File: src/rtl/ls153_scan_ctrl_if.sv
// Pin bundle between the scan sequencer and an SN54LS153 dual 4-to-1 mux plus its result consumer.
// master is the sequencer; slave is the mux/consumer side.
interface ls153_scan_ctrl_if;
    logic       i_start;
    logic       i_cont;
    logic       i_1Y;
    logic       i_2Y;
    logic       o_B;
    logic       o_A;
    logic       o_1G_n;
    logic       o_2G_n;
    logic [3:0] o_word1;
    logic [3:0] o_word2;
    logic       o_valid;
    logic       o_busy;

    modport master (
        input  i_start, i_cont, i_1Y, i_2Y,
        output o_B, o_A, o_1G_n, o_2G_n, o_word1, o_word2, o_valid, o_busy
    );

    modport slave (
        output i_start, i_cont, i_1Y, i_2Y,
        input  o_B, o_A, o_1G_n, o_2G_n, o_word1, o_word2, o_valid, o_busy
    );
endinterface

File: src/rtl/ls153_scan_ctrl.sv
// Steps an SN54LS153 through channels 0..3, samples both Y outputs after DWELL cycles each.
// Start to o_valid is 4*DWELL+1 cycles; no backpressure, results are a one-cycle pulse.
module ls153_scan_ctrl #(
    parameter int DWELL = 4
) (
    input  logic              i_clk,
    input  logic              i_rst,
    ls153_scan_ctrl_if.master bus
);

    typedef enum logic [1:0] {
        IDLE = 2'd0,
        SCAN = 2'd1,
        DONE = 2'd2
    } state_t;

    localparam logic [7:0] CNT_LAST = 8'(DWELL - 1);

    state_t     state, state_nxt;
    logic [1:0] ch, ch_nxt;
    logic [7:0] cnt, cnt_nxt;
    logic [3:0] sh1, sh1_nxt;
    logic [3:0] sh2, sh2_nxt;

    logic       strobe_n;
    logic       valid;
    logic       busy;
    logic [3:0] word1;
    logic [3:0] word2;

    always_comb begin
        state_nxt = state;
        ch_nxt    = ch;
        cnt_nxt   = cnt;
        sh1_nxt   = sh1;
        sh2_nxt   = sh2;
        case (state)
            IDLE: begin
                ch_nxt  = 2'd0;
                cnt_nxt = 8'd0;
                if (bus.i_start) begin
                    state_nxt = SCAN;
                end
            end
            SCAN: begin
                if (cnt == CNT_LAST) begin
                    sh1_nxt[ch] = bus.i_1Y;
                    sh2_nxt[ch] = bus.i_2Y;
                    cnt_nxt     = 8'd0;
                    if (ch == 2'd3) begin
                        state_nxt = DONE;
                        ch_nxt    = 2'd0;
                    end else begin
                        ch_nxt = ch + 2'd1;
                    end
                end else begin
                    cnt_nxt = cnt + 8'd1;
                end
            end
            DONE: begin
                ch_nxt    = 2'd0;
                cnt_nxt   = 8'd0;
                state_nxt = bus.i_cont ? SCAN : IDLE;
            end
            default: begin
                state_nxt = IDLE;
                ch_nxt    = 2'd0;
                cnt_nxt   = 8'd0;
            end
        endcase
    end

    // Outputs are registered from the next-state view so each one lines up with its state.
    // The channel-3 sample lands in the words on the same edge it is taken.
    always_ff @(posedge i_clk or posedge i_rst) begin
        if (i_rst) begin
            state    <= IDLE;
            ch       <= 2'd0;
            cnt      <= 8'd0;
            sh1      <= 4'd0;
            sh2      <= 4'd0;
            strobe_n <= 1'b1;
            valid    <= 1'b0;
            busy     <= 1'b0;
            word1    <= 4'd0;
            word2    <= 4'd0;
        end else begin
            state    <= state_nxt;
            ch       <= ch_nxt;
            cnt      <= cnt_nxt;
            sh1      <= sh1_nxt;
            sh2      <= sh2_nxt;
            strobe_n <= (state_nxt != SCAN);
            valid    <= (state_nxt == DONE);
            busy     <= (state_nxt != IDLE);
            if (state_nxt == DONE) begin
                word1 <= sh1_nxt;
                word2 <= sh2_nxt;
            end
        end
    end

    assign bus.o_B     = ch[1];
    assign bus.o_A     = ch[0];
    assign bus.o_1G_n  = strobe_n;
    assign bus.o_2G_n  = strobe_n;
    assign bus.o_word1 = word1;
    assign bus.o_word2 = word2;
    assign bus.o_valid = valid;
    assign bus.o_busy  = busy;

endmodule
File: src/flat_wrapper.sv
// flat-port wrapper written by rule: the top's interface ports become plain ports
module ls153_scan_ctrl_flat 
#(
    parameter int DWELL = 4
)
  (i_clk, i_rst, bus_i_start, bus_i_cont, bus_i_1Y, bus_i_2Y, bus_o_B, bus_o_A, bus_o_1G_n, bus_o_2G_n, bus_o_word1, bus_o_word2, bus_o_valid, bus_o_busy);
  ls153_scan_ctrl_if bus_i ();
  input  logic i_clk;
  input  logic i_rst;
  input wire logic [$bits(bus_i.i_start)-1:0] bus_i_start;
  input wire logic [$bits(bus_i.i_cont)-1:0] bus_i_cont;
  input wire logic [$bits(bus_i.i_1Y)-1:0] bus_i_1Y;
  input wire logic [$bits(bus_i.i_2Y)-1:0] bus_i_2Y;
  output wire logic [$bits(bus_i.o_B)-1:0] bus_o_B;
  output wire logic [$bits(bus_i.o_A)-1:0] bus_o_A;
  output wire logic [$bits(bus_i.o_1G_n)-1:0] bus_o_1G_n;
  output wire logic [$bits(bus_i.o_2G_n)-1:0] bus_o_2G_n;
  output wire logic [$bits(bus_i.o_word1)-1:0] bus_o_word1;
  output wire logic [$bits(bus_i.o_word2)-1:0] bus_o_word2;
  output wire logic [$bits(bus_i.o_valid)-1:0] bus_o_valid;
  output wire logic [$bits(bus_i.o_busy)-1:0] bus_o_busy;
  assign bus_i.i_start = bus_i_start;
  assign bus_i.i_cont = bus_i_cont;
  assign bus_i.i_1Y = bus_i_1Y;
  assign bus_i.i_2Y = bus_i_2Y;
  assign bus_o_B = bus_i.o_B;
  assign bus_o_A = bus_i.o_A;
  assign bus_o_1G_n = bus_i.o_1G_n;
  assign bus_o_2G_n = bus_i.o_2G_n;
  assign bus_o_word1 = bus_i.o_word1;
  assign bus_o_word2 = bus_i.o_word2;
  assign bus_o_valid = bus_i.o_valid;
  assign bus_o_busy = bus_i.o_busy;
  ls153_scan_ctrl #(.DWELL(DWELL)) u_core (.i_clk(i_clk), .i_rst(i_rst), .bus(bus_i));
endmodule
File: config.mk
export PLATFORM = sky130hd
export DESIGN_NAME = ls153_scan_ctrl_flat
export DESIGN_NICKNAME = d
export VERILOG_FILES = /design/src/rtl/ls153_scan_ctrl_if.sv /design/src/rtl/ls153_scan_ctrl.sv /design/src/flat_wrapper.sv
export SDC_FILE = /design/constraint.sdc
export NUM_CORES = 1
export LEC_CHECK = 0
export CAP_MARGIN = 20
export CORE_UTILIZATION = 50
export DETAILED_ROUTE_END_ITERATION = 7
export DONT_BUFFER_PORTS = 1
export PLACE_DENSITY = 0.74
export SYNTH_ARGS = -nofsm -noshare
export SYNTH_HDL_FRONTEND = slang
export SYNTH_SLANG_ARGS = --single-unit
export TNS_END_PERCENT = 5
File: constraint.sdc
create_clock -name i_clk -period 1.7 [get_ports i_clk]
set_input_delay 0.34 -clock i_clk [delete_from_list [all_inputs] [get_ports i_clk]]
set_output_delay 0.34 -clock i_clk [all_outputs]
set_load 0.03 [all_outputs]
[After elaboration in Yosys (flattened, before gate mapping)]
Cells that the tools add are included.
Word-level totals
  flip-flop bits (word level): 31
  input bits: 6
  output and inout port bits: 14
  word-level logic and storage cells: 42
  memories: 0
  memory bits (read-only): 0
  latch bits: 0
  bits in writable memories: 0
Operators by class
  reductions and logical operators: 3
  equal/unequal tests: 7
  shifts and indexed selects: 0
  divide/modulo/power cells: 0
  order comparisons: 2
  multipliers: 0
  multiplexer cells: 18
  bitwise operators: 0
  $add $sub $neg: 2
Operator list (count)
  2-to-1 mux 4 bit: 4
  2-to-1 mux 8 bit: 2
  2-to-1 mux 2 bit: 6
  adder 8 x 1 -> 8 bit, second input constant: 1
  bitwise mux 4 bit: 2
  == test 8 x 2 -> 1 bit, second input constant: 1
  == test 2 bit, second input constant: 3
  one-hot mux 2 bit (3 select lines): 1
  inequality test 2 x 1 -> 1 bit, second input constant: 2
  < comparator 2 x 3 -> 1 bit, second input constant: 1
  adder 2 x 1 -> 2 bit, second input constant: 1
  demux 1 bit (select 2 bit): 1
  == test 2 x 1 -> 1 bit, second input constant: 1
  greater-or-equal comparator 2 x 1 -> 1 bit, second input constant: 1
  logical NOT 2 bit: 1
  2-to-1 mux 1 bit: 2
  nonzero test 2 bit: 1
  logical AND 1 bit: 1

[Depth between registers and ports, before layout]
  word-level depth: 7
  gate-level depth with buffers: 4

[Worst setup path before layout]
Ideal clock, no wire load.
  kind: register -> register
  start point: reg u_core.cnt[0]
  end point: reg u_core.cnt[2]
  clock period less this slack: 1.688 ns
  library setup time: 0.140 ns
  required time: 1.560 ns
  arrival: 1.547 ns
  path slack: 0.012 ns
  stages on the path, launching flop included: 5
  cell sequence: dfrtp_1 > ha_1 > or3b_2 > o21ai_0 > nor2_1
Between the ends
  word-level cells in the longest chain between the ends: 3
Ends and longest elaborated chain
  start: declaration: line ls153_scan_ctrl.sv:21  | logic [7:0] cnt, cnt_nxt;
  start signal: assignment: line ls153_scan_ctrl.sv:90  | cnt <= cnt_nxt;
  adder 8 x 1 -> 8 bit / == test 8 x 2 -> 1 bit (equally long branches): line ls153_scan_ctrl.sv:57, ls153_scan_ctrl.sv:46
  2-to-1 mux 8 bit (*): line ls153_scan_ctrl.sv:46  | if (cnt == CNT_LAST) begin
  2-to-1 mux 8 bit (*): line ls153_scan_ctrl.sv:37  | case (state)
  named net u_core.cnt_nxt[2]: line ls153_scan_ctrl.sv:21
Mark *: on every way through the listed nets, which the timed path passes. The rest lies on a longest branch.
A chain may end at the register's enable or synchronous reset.

[Worst setup path after layout]
  start point: reg u_core.cnt[4]
  end point: reg u_core.ch[0]
Between the ends
  word-level cells in the longest chain between the ends: 2
Ends and longest elaborated chain
  == test 8 x 2 -> 1 bit: line ls153_scan_ctrl.sv:46
  inequality test 2 x 1 -> 1 bit (no line)
  end signal: assignment: line ls153_scan_ctrl.sv:89  | ch <= ch_nxt;
  end: declaration: line ls153_scan_ctrl.sv:20  | logic [1:0] ch, ch_nxt;
Every way passes these cells.

==> impl_metrics.ini <==
[pwr]
p_total_mw = 2.43
p_leak_nw = 0.696
ir_drop_mv = 1.07
powerDensity_nw_per_um2 = 1540

[detailed_routing]
drt-total-wl_um = 2520
wl_per_cell_um = 15.8
vias_per_cell = 5.61
vias = 897
wl_met2_um = 1260
routed.top_layer = met4
dr_wl_met3_um = 102
drt-met1-wl_um = 1140
drt_iter0_markers = 11
drtPass1Iterations = 4
drc_errors = 0
final_antenna_net_count = 0

[setup_path]
cpMaxStageDelayCell = or4_4
worst-setup-path-type = register to register
cpMostUsedCell = or4_4
critPathCaptureType = register
worstPathCellList = or4_4 -> or4_4 -> a21oi_2
crit_arrival_ns = 1.92
critPathMaxFanout = 6
startpoint_type = register
slowest_delay_ns = 0.58
worstPathRequired_ns = 1.95

[global_routing]
first_global_vias = 921
grt_max_degree = 30
grt_pass1_wl_um = 4030
grt_overflow = 0
grtUsageTotal = 0.201
antenna_found_initial = 0

[logic_synthesis]
netlist.area_leader.share = 0.516
synth_nets = 122
synth_seq_area_share = 0.535
async_flop_share = 1.00
synth_cell_type_count = 28
syn_area_per_cell_um2 = 12.2
yosys.area.top_type = dfrtp_1
synth-seq-cells = 29
ys_warn_count = 0
synthesis.area_um2 = 1360
yosys-top-cells-area = dfrtp_1 (52%), mux2_2 (17%), ha_1 (4.6%), a21oi_1 (2.6%), o21ai_0 (2.2%)
synthFlopType = dfrtp_1
netlist_instances = 111
synth_edf_count = 0

[timing]
final_max_slew_viol_count = 0
fin_tns_setup_ns = 0
finalHoldViolations = 0
max_freq_mhz = 601
period_needed_ns = 1.66
fin_skew_ns = 0.00929
setup_viol = 0
relSlewSlack = 0.760
tightest_slew_ns = 0.359
timing.final.crit_share = 0.979

[min_path]
min-delay-path-class = input pin to register

[layout]
nets = 140
layout-drive-gt1-share = 0.385
antennaDiodeCount = 0
fill_cells = 205
area_growth_pct = 15.7

[cts]
clkTransAtPathRegs_ns = 0.10
tritoncts = yes
numCtsBuffers = 5
cts_sinks = 29
htree_num_levels = 2
worstSkewPairLatency_ns = 0.32
cts_buffer_depth = 2
clockRootBuffer = clkbuf_4
cts_setup_buffers = 0

[die]
dieHeight_um = 54.1
rows = 18
initial_core_util = 0.538
die_width_um = 54.1
fp.dieArea_um2 = 2930
fp.coreArea_um2 = 2520
ios = 20

[flow_run]
drv_cap = 0

[placement]
hpwl_um = 1790
finalWeightedCongestion = 0.808
io_buffer_count = 0

[run_status]
status = complete, no violations
where the power goes:
part,total [mW],internal [mW],switching [mW]
clock,0.399,0.156,0.244
combinational,0.853,0.460,0.394
sequential,1.17,0.894,0.279
cell usage in the layout (no fill, tap or decap), types with 3 or more instances in the layout:
| cell | Yosys | final |
|---|---|---|
| nor2_1 | 5 | 5 |
| a21oi_1 | 7 | 6 |
| nand2_1 | 4 | 4 |
| ha_1 | 5 | 4 |
| buf_4 | 1 | 13 |
| nand4_1 | 4 | 4 |
| dfrtp_1 | 28 | 28 |
| inv_1 | 3 | 3 |
| clkbuf_4 | 0 | 5 |
| nand3_1 | 5 | 5 |
| or3_1 | 3 | 3 |
| o21ai_0 | 6 | 6 |
| mux2_2 | 20 | 20 |
cell type report:
class / instances / area [um^2] / share of cell area
Clock buffer: 5 / 37.5 / 0.0239
Clock inverter: 3 / 17.5 / 0.0112
Inverter: 3 / 11.3 / 0.00717
Multi-Input combinational cell: 76 / 632 / 0.402
Sequential cell: 29 / 727 / 0.463
Tap cell: 30 / 37.5 / 0.0239
Timing Repair Buffer: 14 / 108 / 0.0685
what timing repair did:
item | CTS | global route
pin swaps | 0 | 2
hold endpoints to repair | 28 | 0
cloned | 0 | 0
gates resized for setup | 1 | 5
hold buffers | 1 | 0
setup endpoints to repair | 8 | 13
worst paths after layout:
| path | startpoint | endpoint | slack (ns) | depth (start not counted) |
|---|---|---|---|---|
| worst min-delay path | bus_i_2Y | u_core.sh2[1] | 0.16 | 1 |
| worst min register to register | u_core.cnt[0] | u_core.cnt[0] | 0.49 | 1 |
| worst max-delay path | u_core.cnt[4] | u_core.ch[0] | 0.04 | 3 |
| worst max register to register | u_core.cnt[4] | u_core.ch[0] | 0.04 | 3 |
| min in group asynchronous | i_rst | u_core.bus.o_word2[1] | 0.52 | 3 |
| max in group asynchronous | i_rst | u_core.bus.o_1G_n | 0.87 | 3 |
synth_stat cells, types with 3 or more instances:
cell,n
a21oi_1,7
nand3_1,5
o21ai_0,6
or3_1,3
ha_1,5
dfrtp_1,28
mux2_2,20
nand4_1,4
inv_1,3
nand2_1,4
nor2_1,5
critical path: cells and delay by family (launching register included):
family / cells / cell delay (ns)
AND/OR/NAND/NOR: 2 / 1.08
flip-flops: 1 / 0.40
AO/OA/AOI/OAI: 1 / 0.12
through the flow:
| stage | utilization | instances | hold slack [ns] | setup WS, ns | area, um^2 |
|---|---|---|---|---|---|
| after floorplan | - | 111 | 0.417 | 0.0123 | 1360 |
| after global placement | 0.586 | 151 | 0.316 | 0.0758 | 1480 |
| after detailed placement | 0.586 | 151 | 0.325 | -0.0212 | 1480 |
| after CTS | 0.615 | 160 | 0.149 | 0.00730 | 1550 |
| after global routing | 0.623 | 160 | 0.135 | -0.000727 | 1570 |
| final | 0.623 | 160 | 0.162 | 0.0360 | 1570 |
logic make-up (layout without fill, tap and decap cells):
family,count (synthesis),in the layout,synth area share
AND/OR/NAND/NOR,33,33,0.156
adder cells (fa/ha/maj),5,5,0.0461
flip-flops,29,29,0.535
AO/OA/AOI/OAI,15,15,0.0581
XOR/XNOR,3,3,0.0194
buffers and inverters,6,25,0.0194
multiplexers,20,20,0.166
routing by layer:
metal | track usage | up-vias
li1 | - | 434
met4 | 0.0769 | 0
met3 | 0.0819 | 2
met2 | 0.319 | 19
met5 | 0 | -
met1 | 0.243 | 442
sequential cells by signal, indices dropped and copies added (netlist names):
signal              flops
u_core.bus.o_busy       1
u_core.bus.o_1G_n       1
u_core.sh1              3
u_core.bus.o_word2      4
u_core.cnt              8
u_core.state            2
u_core.sh2              3
u_core.bus.o_valid      1
u_core.ch               2
u_core.bus.o_word1      4
(Power assumes the default switching activity.)
